`config.mk`:
```
export PLATFORM = sky130hd
export DESIGN_NAME = mem_arbiter
export DESIGN_NICKNAME = d
export VERILOG_FILES = /design/src/rtl/mem_arbiter.sv
export SDC_FILE = /design/constraint.sdc
export NUM_CORES = 1
export LEC_CHECK = 0
export ABC_AREA = 1
export CAP_MARGIN = 40
export CORE_ASPECT_RATIO = 1.2
export CORE_UTILIZATION = 42
export CTS_CLUSTER_DIAMETER = 80
export DETAILED_ROUTE_END_ITERATION = 10
export PLACE_DENSITY_LB_ADDON = 0.2
export SKIP_CTS_REPAIR_TIMING = 1
export SLEW_MARGIN = 0
export SYNTH_ARGS = -nofsm -noshare
export SYNTH_HDL_FRONTEND = slang
export SYNTH_SLANG_ARGS = --single-unit
```
`constraint.sdc`:
```
create_clock -name clk -period 1.6 [get_ports clk]
set_input_delay 0.32 -clock clk [delete_from_list [all_inputs] [get_ports clk]]
set_output_delay 0.32 -clock clk [all_outputs]
set_load 0.01 [all_outputs]
```
`src/rtl/mem_arbiter.sv`:
```
// mem_arbiter: shares one synchronous-read RAM between two bus masters.
// Requests are serialised through IDLE -> ACCESS -> RESP. Each transaction
// returns a one-cycle ack and, for reads, a registered data word per port.
//
// Parameters:
//   AW  RAM address width (depth 2^AW words)
//   RR  1 = round-robin between ports, 0 = fixed priority (port 0 wins)
// Ports:
//   clk                   system clock, rising edge
//   reset                 asynchronous active-low reset
//   m0_cmd / m1_cmd       00 none, 01 read, 10 write, 11 none
//   m0_addr / m1_addr     word address; bit 8 set = unmapped
//   m0_wdata / m1_wdata   write data
//   m0_rdata / m1_rdata   registered read data per port
//   m0_ack / m1_ack       one-cycle completion pulse
//   busy                  high while not in IDLE
//   ram_addr/ram_din      RAM address / write data
//   ram_write             RAM write enable
//   ram_dout              RAM read data (one cycle after address)
module mem_arbiter #(
  parameter int unsigned AW = 8,
  parameter bit          RR = 1'b1
) (
  input  logic          clk,
  input  logic          reset,
  input  logic [1:0]    m0_cmd,
  input  logic [1:0]    m1_cmd,
  input  logic [8:0]    m0_addr,
  input  logic [8:0]    m1_addr,
  input  logic [15:0]   m0_wdata,
  input  logic [15:0]   m1_wdata,
  output logic [15:0]   m0_rdata,
  output logic [15:0]   m1_rdata,
  output logic          m0_ack,
  output logic          m1_ack,
  output logic          busy,
  output logic [AW-1:0] ram_addr,
  output logic [15:0]   ram_din,
  output logic          ram_write,
  input  logic [15:0]   ram_dout
);

  typedef enum logic [1:0] {
    IDLE   = 2'd0,
    ACCESS = 2'd1,
    RESP   = 2'd2
  } state_t;

  state_t          state_q, state_d;
  logic            owner_q, owner_d;   // 0 = port 0, 1 = port 1
  logic            wr_q, wr_d;         // latched cmd is a write
  logic            mapped_q, mapped_d;
  logic            last_q, last_d;     // port served most recently
  logic [AW-1:0]   ram_addr_q, ram_addr_d;
  logic [15:0]     ram_din_q, ram_din_d;
  logic [15:0]     m0_rdata_q, m0_rdata_d;
  logic [15:0]     m1_rdata_q, m1_rdata_d;

  logic            req0, req1, pick1;
  logic [1:0]      sel_cmd;
  logic [8:0]      sel_addr;
  logic [15:0]     sel_wdata;
  logic [15:0]     rd_data;

  assign req0 = (m0_cmd == 2'b01) || (m0_cmd == 2'b10);
  assign req1 = (m1_cmd == 2'b01) || (m1_cmd == 2'b10);

  // The RAM address/data registers double as the latched request fields:
  // loaded on grant, so they drive the RAM during ACCESS and simply hold
  // their value in every other state.
  always_comb begin
    state_d    = state_q;
    owner_d    = owner_q;
    wr_d       = wr_q;
    mapped_d   = mapped_q;
    last_d     = last_q;
    ram_addr_d = ram_addr_q;
    ram_din_d  = ram_din_q;
    m0_rdata_d = m0_rdata_q;
    m1_rdata_d = m1_rdata_q;
    pick1      = 1'b0;
    sel_cmd    = m0_cmd;
    sel_addr   = m0_addr;
    sel_wdata  = m0_wdata;
    rd_data    = '0;

    if (req0 && req1) begin
      // last_q == 1 means port 1 was served last, so port 0 gets the turn
      pick1 = RR ? ~last_q : 1'b0;
    end else begin
      pick1 = req1;
    end

    if (pick1) begin
      sel_cmd   = m1_cmd;
      sel_addr  = m1_addr;
      sel_wdata = m1_wdata;
    end

    unique case (state_q)
      IDLE: begin
        if (req0 || req1) begin
          owner_d    = pick1;
          wr_d       = (sel_cmd == 2'b10);
          mapped_d   = ~sel_addr[8];
          ram_addr_d = sel_addr[AW-1:0];
          ram_din_d  = sel_wdata;
          state_d    = ACCESS;
        end
      end
      ACCESS: begin
        state_d = RESP;
      end
      RESP: begin
        if (!wr_q) begin
          rd_data = mapped_q ? ram_dout : '0;
          if (owner_q) m1_rdata_d = rd_data;
          else         m0_rdata_d = rd_data;
        end
        last_d  = owner_q;
        state_d = IDLE;
      end
      default: begin
        state_d = IDLE;
      end
    endcase
  end

  always_ff @(posedge clk or negedge reset) begin
    if (!reset) begin
      state_q    <= IDLE;
      owner_q    <= 1'b0;
      wr_q       <= 1'b0;
      mapped_q   <= 1'b0;
      last_q     <= 1'b1;
      ram_addr_q <= '0;
      ram_din_q  <= '0;
      m0_rdata_q <= '0;
      m1_rdata_q <= '0;
    end else begin
      state_q    <= state_d;
      owner_q    <= owner_d;
      wr_q       <= wr_d;
      mapped_q   <= mapped_d;
      last_q     <= last_d;
      ram_addr_q <= ram_addr_d;
      ram_din_q  <= ram_din_d;
      m0_rdata_q <= m0_rdata_d;
      m1_rdata_q <= m1_rdata_d;
    end
  end

  // Decoded from state so that reset removes the write enable at once.
  assign ram_write = (state_q == ACCESS) && wr_q && mapped_q;
  assign m0_ack    = (state_q == RESP) && !owner_q;
  assign m1_ack    = (state_q == RESP) &&  owner_q;
  assign busy      = (state_q != IDLE);
  assign ram_addr  = ram_addr_q;
  assign ram_din   = ram_din_q;
  assign m0_rdata  = m0_rdata_q;
  assign m1_rdata  = m1_rdata_q;

endmodule

```
==> impl_results.md <==
* Number of hold violations in the final report at 0
* Series of cell instances along the critical path: clkdlybuf4s50_1
* Count of vias placed by the detailed router at 2885
* Via-to-Cell Ratio at 4.78
* Overall die area at 7260 µm²
* Worst reg2reg path endpoint: mapped_q
* Final antenna diode count at 0
* Gr usage total at 22.2%
* Max Fanout on Critical Path at 2
* Met2 WL post-DR at 3890 µm
* Pin count of the biggest net entering global routing at 38
* Result of the run: finished clean
* Reg2reg setup slack at 0.29 ns
* Iter 0 DRT Violations at 120
* Input/output buffers at 131
* Number of nets in the layout at 587
* Post-Synthesis Mean Instance Area at 7.83 µm²
* Number of sinks handled by clock tree synthesis at 62
* Syn Nets at 443
* Final Instance Count excl. Fillers at 604
* Arrival time of data at the critical path endpoint at 1.25 ns
* Type of origin of the critical path: flip-flop
* Endpoint of the worst hold path: m0_rdata[0]
* Clk buf depth at 2
* Synth Instances at 371
* Area of the mapped netlist at 2910 µm²
* Via count of the first global-routing pass at 2749
* Number of CTS-inserted buffers at 9
* Clock input transition at the sequential cells of the worst setup and hold paths at 0.07 ns
* Summed negative setup slack over all endpoints at 0 ns
* Clock latency on the worst-skew pair at 0.32 ns
* Initial antenna violation count at 0
* Start point of the worst hold path: m0_rdata[0]
* Synthesis Warnings at 0
* CTS tree: built
* Met3 routed wirelength at 502 µm
* Crit share post-route at 97.9%
* Share of final-layout standard cells stronger than drive strength 1 at 8.29%
* Worst Setup Path Type: flip-flop to output pin
* Gpl congestion at 0.797
* Slowest cell on the critical path: sky130_fd_sc_hd__clkdlybuf4s50_1
* Cell type group with the largest total delay on the critical path: buffers and inverters
* Reg-to-reg critical path startpoint: state_q[1]
* Fillers at 551
* Final HPWL from detailed placement at 5350 µm
* Vertical die dimension at 93.1 µm
* Synth area leader: sky130_fd_sc_hd__dfrtp_1
* Worst slew slack as a fraction of its limit at 75.1%
* Cell leakage power at 2.47 nW
* Highest metal used: met4
* Category of the worst setup path capture point: output pin
* Actual transition at the worst max-transition pin at 0.372 ns
* Number of ports placed on the die boundary at 132
* Part of the Yosys area used for sequential elements at 53.4%
* First-pass GRT wire length at 12600 µm
* Number of flip-flops and latches in the synthesized netlist at 62
* Final setup vio count at 0
* Buf+Inv Stages, Crit Path at 1
* Peak clock frequency supported by timing at 638 MHz
* Synthesis-to-finish area growth at 59.9%
* Width of the die at 77.9 µm
* H-tree depth at 3
* Worst path max stage delay at 0.56 ns
* Most used cells in the layout excluding fill and tap cells: sky130_fd_sc_hd__nand2_1, sky130_fd_sc_hd__clkdlybuf4s50_1, sky130_fd_sc_hd__dfrtp_1
* Most common library cell in the layout ignoring fill and taps: sky130_fd_sc_hd__nand2_1
* Final slew viol count at 0
* Maximum ir drop on the vdd rail at 0.819 mV
* Req. time, crit path at 1.28 ns
* Number of core rows at 32
* Instance count after placement with tap cells included at 587
* Initial DRT Pass Iterations at 6
* Worst hold-check path type: flip-flop to flip-flop
* Smallest hold slack at 0.485 ns
* Remaining global-route overflow at 0
* Initial core utilization at 44.3%
* Pwr Density at 1720 nW/µm²
* Count of antenna-violating nets left after detailed routing at 0
* Largest clock skew in the final design at 0.00670 ns
* Unrepaired setup endpoints after global routing: no
* Placeable core region at 6570 µm²
* Aggregate routed wire length at 7690 µm
* Yosys cell types at 19
* Routed wirelength normalized by instance count at 12.7 µm
* Area share of the largest cell type after synthesis at 52.5%
* Cell types with the largest area share after synthesis: sky130_fd_sc_hd__dfrtp_1, sky130_fd_sc_hd__nand2_1, sky130_fd_sc_hd__nand3_1, sky130_fd_sc_hd__inv_1, sky130_fd_sc_hd__o21ai_0
* Cell at the root of the clock tree: sky130_fd_sc_hd__clkbuf_8
* Post-route minimum period at 1.57 ns
* Max-Cap Viols at 0
* FF-to-FF path depth at 5
* Hold-critical path depth at 2
* WL met1 at 3210 µm
* Number of remaining DRC errors at 0
==> per-stage QoR <==
| stage | cell area, µm² | utilization (%) | worst slack [ns] | power (W) |
|---|---|---|---|---|
| detailed placement | 4410 | 67.1 | -0.308 | 0.00670 |
| floorplan | 2910 | - | 0.324 | 0.00457 |
| finish | 4650 | 70.8 | 0.0338 | 0.00798 |
| global route | 4650 | 70.8 | 0.000636 | 0.00855 |
| global placement | 4410 | 67.1 | -0.255 | 0.00660 |
| CTS | 4600 | 70.0 | -0.340 | 0.00807 |
==> registers in the layout, indices dropped and copies added (netlist names) <==
name	flops
last_q	1
owner_q	1
mapped_q	1
wr_q	1
ram_din	16
state_q	2
m1_rdata	16
m0_rdata	16
ram_addr	8
==> power by group <==
group	total [W]	internal, W	switching [W]
clock	0.00132	0.000748	0.000569
sequential	0.00279	0.00235	0.000446
combinational	0.00387	0.00200	0.00187
==> layer usage <==
metal  vias up  GRT usage (%)
li1       1430              -
met1      1338           27.2
met2       108           39.2
met3         9           5.17
met4         0           6.02
met5         -              0
==> synthesized netlist by cell type <==
library cell,count
sky130_fd_sc_hd__nand2_1,134
sky130_fd_sc_hd__dfrtp_1,61
sky130_fd_sc_hd__inv_1,56
sky130_fd_sc_hd__nand3_1,52
sky130_fd_sc_hd__o21ai_0,32
sky130_fd_sc_hd__buf_2,8
sky130_fd_sc_hd__nor2_1,7
sky130_fd_sc_hd__buf_4,4
sky130_fd_sc_hd__clkbuf_1,3
sky130_fd_sc_hd__buf_6,2
sky130_fd_sc_hd__nand2_2,2
sky130_fd_sc_hd__nand2_4,2
sky130_fd_sc_hd__nor2_2,2
sky130_fd_sc_hd__and3_1,1
sky130_fd_sc_hd__buf_1,1
sky130_fd_sc_hd__dfstp_2,1
sky130_fd_sc_hd__nor2_4,1
sky130_fd_sc_hd__o21ai_1,1
sky130_fd_sc_hd__o21ai_4,1
==> cells by family (layout without fill, tap and decap cells) <==
group           count (synthesis)  after routing  share of synthesized area (%)
simple gates                  201            202                           29.4
compound gates                 34             34                           6.24
flops                          62             62                           53.4
buf+inv                        74            221                           10.9
==> cell type report <==
class                   instances  area (µm²)  share of cell area, %
flip-flops and latches         62        1550                   33.4
repair buffers                150        1540                   33.2
multi-input cells             236        1050                   22.5
inverters                      56         210                   4.52
clock buffers                  11         141                   3.04
well taps                      85         106                   2.29
clock inverters                 4        47.5                   1.02
==> worst max-delay path by stage <==
stage                     startpoint           to  slack, ns  cells after the start
after CTS                 state_q[0]       m0_ack      -0.34                      4
after floorplan             mapped_q    ram_write       0.32                      3
after global routing      ram_din[9]   ram_din[9]     0.0006                      1
final                     ram_din[6]   ram_din[6]       0.03                      1
after global placement     m1_cmd[0]  ram_din[14]      -0.25                      7
after detailed placement   m1_cmd[0]     mapped_q      -0.31                      8
Note: power is estimated with default switching activity, not from simulation.
==> RTL edit 1, RTL diff (same flow settings) <==
`m0_rdata_q` no longer has a reset.
--- a/src/rtl/mem_arbiter.sv
+++ b/src/rtl/mem_arbiter.sv
@@ -135,7 +135,6 @@
       last_q     <= 1'b1;
       ram_addr_q <= '0;
       ram_din_q  <= '0;
-      m0_rdata_q <= '0;
       m1_rdata_q <= '0;
     end else begin
       state_q    <= state_d;
@@ -145,9 +144,12 @@
       last_q     <= last_d;
       ram_addr_q <= ram_addr_d;
       ram_din_q  <= ram_din_d;
-      m0_rdata_q <= m0_rdata_d;
       m1_rdata_q <= m1_rdata_d;
     end
+  end
+
+  always_ff @(posedge clk) begin
+    m0_rdata_q <= m0_rdata_d;
   end
 
   // Decoded from state so that reset removes the write enable at once.
Function: differs if reset is asserted again (counterexample within 4 cycles, from zero or initial values and one cycle with reset low); with reset held inactive, the same outputs for 10 cycles.
==> RTL edit 1 against the unedited design <==
Wire length shrank 7.6%; global-route usage shrank 1.7 points; sequential cell count is the same; power shrank 6.7%; clock power is essentially flat; via count shrank 7.3%; final area shrank 0.62%; setup slack lost 0.0032 ns; area after synthesis shrank 0.34%; largest power group unchanged; highest routed layer unchanged.
==> RTL edit 1: results (changes against the unedited design) <==
----------------------------------------------------
[Layout]
  Buffer share of cell area ... 32.62% (-0.55 points)
  Filler cells ... 532 (-3.4%)
  Count of non-CTS inverters in the layout ... 72 (+29%)
  Share of cell area taken by multi-input logic gates ... 19.72% (-2.8 points)
  Non-CTS buffers ... 151 (+0.67%)
  Fraction of area in registers ... 35.36% (+1.9 points)
  Clock buffer cells ... 12 (+1)
  Clock network share of area ... 4.145% (+0.080 points)
  Multi-input combinational cell count ... 202 (-14%)
  Share of post-route cells with drive strength above 1 ... 9.344% (+1.1 points)
  Sequential cell area in the final layout ... 1633 µm² (+5.2%)

[Setup path]
  Worst Setup SP ... ram_addr[3]$_DFFE_PN0P_
  Worst reg2reg setup slack ... 0.05 ns (-0.24 ns)
  Capture point of the worst reg-to-reg path ... ram_din[6]$_DFFE_PN0P_
  Endpoint of the most critical setup path ... ram_addr[3]

[Power and ir drop]
  VDD IR max ... 923.1 µV (+13%)
  Net switching power of the design ... 2.603 mW (-9.6%)
  Static leakage power ... 2.422 nW (-2.1%)
  Seq pwr ... 2.70 mW (-3%)

[Worst hold path]
  Type of the worst min-delay path ... input port to async pin

[Placement]
  Post-DP Area ... 4388 µm² (-0.48%)
  Post-DP HPWL ... 5230 µm (-2.2%)
  Final estimated routing congestion in global placement ... 0.7560 (-5.1%)

[Run status]
  Run status ... finished clean

[Global route]
  Pin count of the biggest net entering global routing ... 33 (-13%)
  Overall Global Routing Usage ... 20.54% (-1.7 points)
  GR met1 Demand/Resource ... 23.64% (-3.6 points)
  Met2 capacity usage during global routing ... 36.06% (-3.2 points)
  Number of global-route vias before repair ... 2557 (-7.0%)
  Met3 routing resource usage after global routing ... 5.951% (+0.78 points)
  Global-route wire length before repair ... 11410 µm (-9.4%)

[Clock tree]
  Number of CTS-inserted buffers ... 9 (unchanged)

[Synth]
  Syn Nets ... 422 (-4.7%)
  Ranking of synthesized cells by instance count ... sky130_fd_sc_hd__nand2_1 (102), sky130_fd_sc_hd__inv_1 (72), sky130_fd_sc_hd__nand3_1 (52), sky130_fd_sc_hd__dfrtp_1 (45), sky130_fd_sc_hd__nor2_1 (18)
  Number of enable flip-flop cells after synthesis ... 16 (+16)
  Fraction of registers with async set/reset ... 74.19% (-26 points)
  Number of unique standard cell types used by synthesis ... 21 (+2)

[Routing]
  Drt pass-1 iters ... 5 (-1)
  Routed vias ... 2673 (-7.3%)
  DRT iter0 DRCs ... 76 (-37%)
  Total length of routed met2 wires ... 3719 µm (-4.5%)
  Routed length on met1 ... 2847 µm (-11%)

[STA]
  Worst slack on hold paths ... 0.4762 ns (-0.009146 ns)
  Clock Skews ... 0.005264 ns (-0.001431 ns)

----------------------------------------------------
RTL edit 1: changes by cell type after synthesis, sizes merged:
cell / change
nand2: -32
o21ai: -32
a21oi: +16
dfrtp: -16
edfxtp: +16
inv: +16
nor2: +13
buf: -2
clkbuf: -1
nor3: +1
RTL edit 1: per-stage QoR:
| stage | worst slack [ns] | TNS (ns) | power, mW | std cells |
|---|---|---|---|---|
| CTS | -0.3289 | -1.148 | 7.531 | 586 |
| global route | -0.05148 | -0.4515 | 7.972 | 588 |
| finish | 0.03056 | 0 | 7.440 | 588 |
| global placement | -0.2405 | -5.402 | 6.084 | 570 |
| detailed placement | -0.2691 | -6.361 | 6.176 | 570 |
| floorplan | 0.006240 | 0 | 4.334 | 350 |
RTL edit 1: logic make-up after synthesis:
family	Yosys count	share of synthesized area [%]
simple gates	183	27.56
flops	62	56.37
buf+inv	87	12.57
compound gates	18	3.499
==> RTL edit 2, RTL diff (same flow settings) <==
Without the edit above. Make the reset (`reset`) synchronous in one clocked block. Comments in the files are not updated.
--- a/src/rtl/mem_arbiter.sv
+++ b/src/rtl/mem_arbiter.sv
@@ -126,7 +126,7 @@
     endcase
   end
 
-  always_ff @(posedge clk or negedge reset) begin
+  always_ff @(posedge clk) begin
     if (!reset) begin
       state_q    <= IDLE;
       owner_q    <= 1'b0;
Function: differs if reset is asserted again (counterexample within 4 cycles, from zero or initial values and one cycle with reset low); with reset held inactive, the same outputs for 10 cycles.
==> RTL edit 2 against the unedited design <==
Final area is 4.0% lower; clock skew is 0.00095 ns lower; area after synthesis is 3.8% lower; wire length is 5.1% lower; cell count is 2.2% higher; setup slack better by 0.015 ns; fmax is 0.96% higher; sequential cell count stayed put.
Power is not compared: it rests on default switching activity, and its combinational part moved more than twofold at a synthesized area within 25%.
==> RTL edit 2: results (changes against the unedited design) <==
----------------------------------------------------
[Global route]
  Number of global-route vias before repair ... 2749 (unchanged)
  Global-route wire length before repair ... 12100 µm (-3.9%)
  Overall Global Routing Usage ... 21.79% (-0.44 points)
  Pin count of the biggest net entering global routing ... 40 (+5.3%)

[Synth]
  Top flip-flop cell by instance count after synthesis ... sky130_fd_sc_hd__dfxtp_1
  Number of unique standard cell types used by synthesis ... 23 (+4)
  Fraction of registers with async set/reset ... 0% (-100 points)
  Sequential fraction of the synthesis area ... 44.40% (-9.0 points)
  Syn Nets ... 465 (+5.0%)
  Post-synthesis area per instance ... 7.112 µm² (-9.2%)
  Top cells by area, synth ... sky130_fd_sc_hd__dfxtp_1 (44%), sky130_fd_sc_hd__nor2_1 (11%), sky130_fd_sc_hd__o21ai_0 (8.2%)
  Ranking of synthesized cells by instance count ... sky130_fd_sc_hd__nor2_1 (85), sky130_fd_sc_hd__dfxtp_1 (62), sky130_fd_sc_hd__nand2_1 (55), sky130_fd_sc_hd__o21ai_0 (46), sky130_fd_sc_hd__inv_1 (33)

[Routing]
  Post-detailed-routing wire length ... 7295 µm (-5.1%)
  DRT iter0 DRCs ... 91 (-24%)
  Routed vias ... 2927 (+1.5%)

[STA]
  Relative slew slack ... 82.98% (+7.8 points)
  Clock Skews ... 0.005747 ns (-0.0009483 ns)

[Power and ir drop]
  Net switching power of the design ... 1.164 mW

[Clock tree]
  Clock tree buffer depth ... 2 (unchanged)

[Setup path]
  Data arrival, critical path ... 1.23 ns (-0.02 ns)
  Slowest Stage Delay on Critical Path ... 0.55 ns

[Placement]
  Post-DP Area ... 4228 µm² (-4.1%)
  Post-placement setup slack ... -0.2224 ns (+0.08579 ns)
  Placed instance count ... 601 (+2.4%)
  Final estimated routing congestion in global placement ... 0.7971 (about the same)

[Layout]
  Filler cells ... 540 (-2.0%)
  Share of post-route cells with drive strength above 1 ... 9.398% (+1.1 points)

[Worst hold path]
  Type of the worst min-delay path ... input port to register

[Run status]
  Run status ... finished clean

----------------------------------------------------
RTL edit 2: worst register-to-register path, stage by stage, from the launching register on:
cell	delay, ns
sky130_fd_sc_hd__dfxtp_1	0.33
sky130_fd_sc_hd__inv_1	0.06
sky130_fd_sc_hd__nor2_2	0.13
sky130_fd_sc_hd__nand2_1	0.10
sky130_fd_sc_hd__buf_4	0.15
sky130_fd_sc_hd__nor2_2	0.12
sky130_fd_sc_hd__buf_12	0.18
sky130_fd_sc_hd__o21ai_0	0.09
sky130_fd_sc_hd__a21oi_1	0.15
RTL edit 2: final timing paths:
path / slack, ns / start / endpoint / cells after the start
hold / removal: 0.37 / reset / m0_rdata[8]$_SDFFE_PN0P_ / 3
setup reg to reg: 0.21 / state_q[1]$_SDFFE_PN0P_ / m1_rdata[4]$_SDFFE_PN0P_ / 8
hold reg to reg: 0.50 / m1_rdata[15]$_SDFFE_PN0P_ / m1_rdata[15]$_SDFFE_PN0P_ / 2
setup / recovery: 0.05 / ram_din[7]$_SDFFE_PN0P_ / ram_din[7] / 1
RTL edit 2: logic make-up after synthesis:
kind of cell              synth area share (%)
and+or+nand+nor                          28.11
buffers and inverters                    11.15
DFF                                      44.40
AOI/OAI and AO/OA                        16.03
xor gates and xnor gates                0.3134
RTL edit 2: cell type report:
class	instances	area (µm²)	share of cell area (%)
inverter	37	141.4	3.169
clock buffer	12	135.1	3.029
tap	85	106.4	2.384
sequential	62	1242	27.85
clock inverter	4	95.09	2.131
timing repair buffer	148	1499	33.60
multi-input combinational	269	1242	27.85
RTL edit 2: layer usage:
metal	wire (µm)	vias to the layer above	GRT usage, %
li1	-	1522	-
met1	3046	1287	25.12
met2	3581	106	36.86
met3	536	12	6.834
met4	131	0	9.455
met5	0	-	0
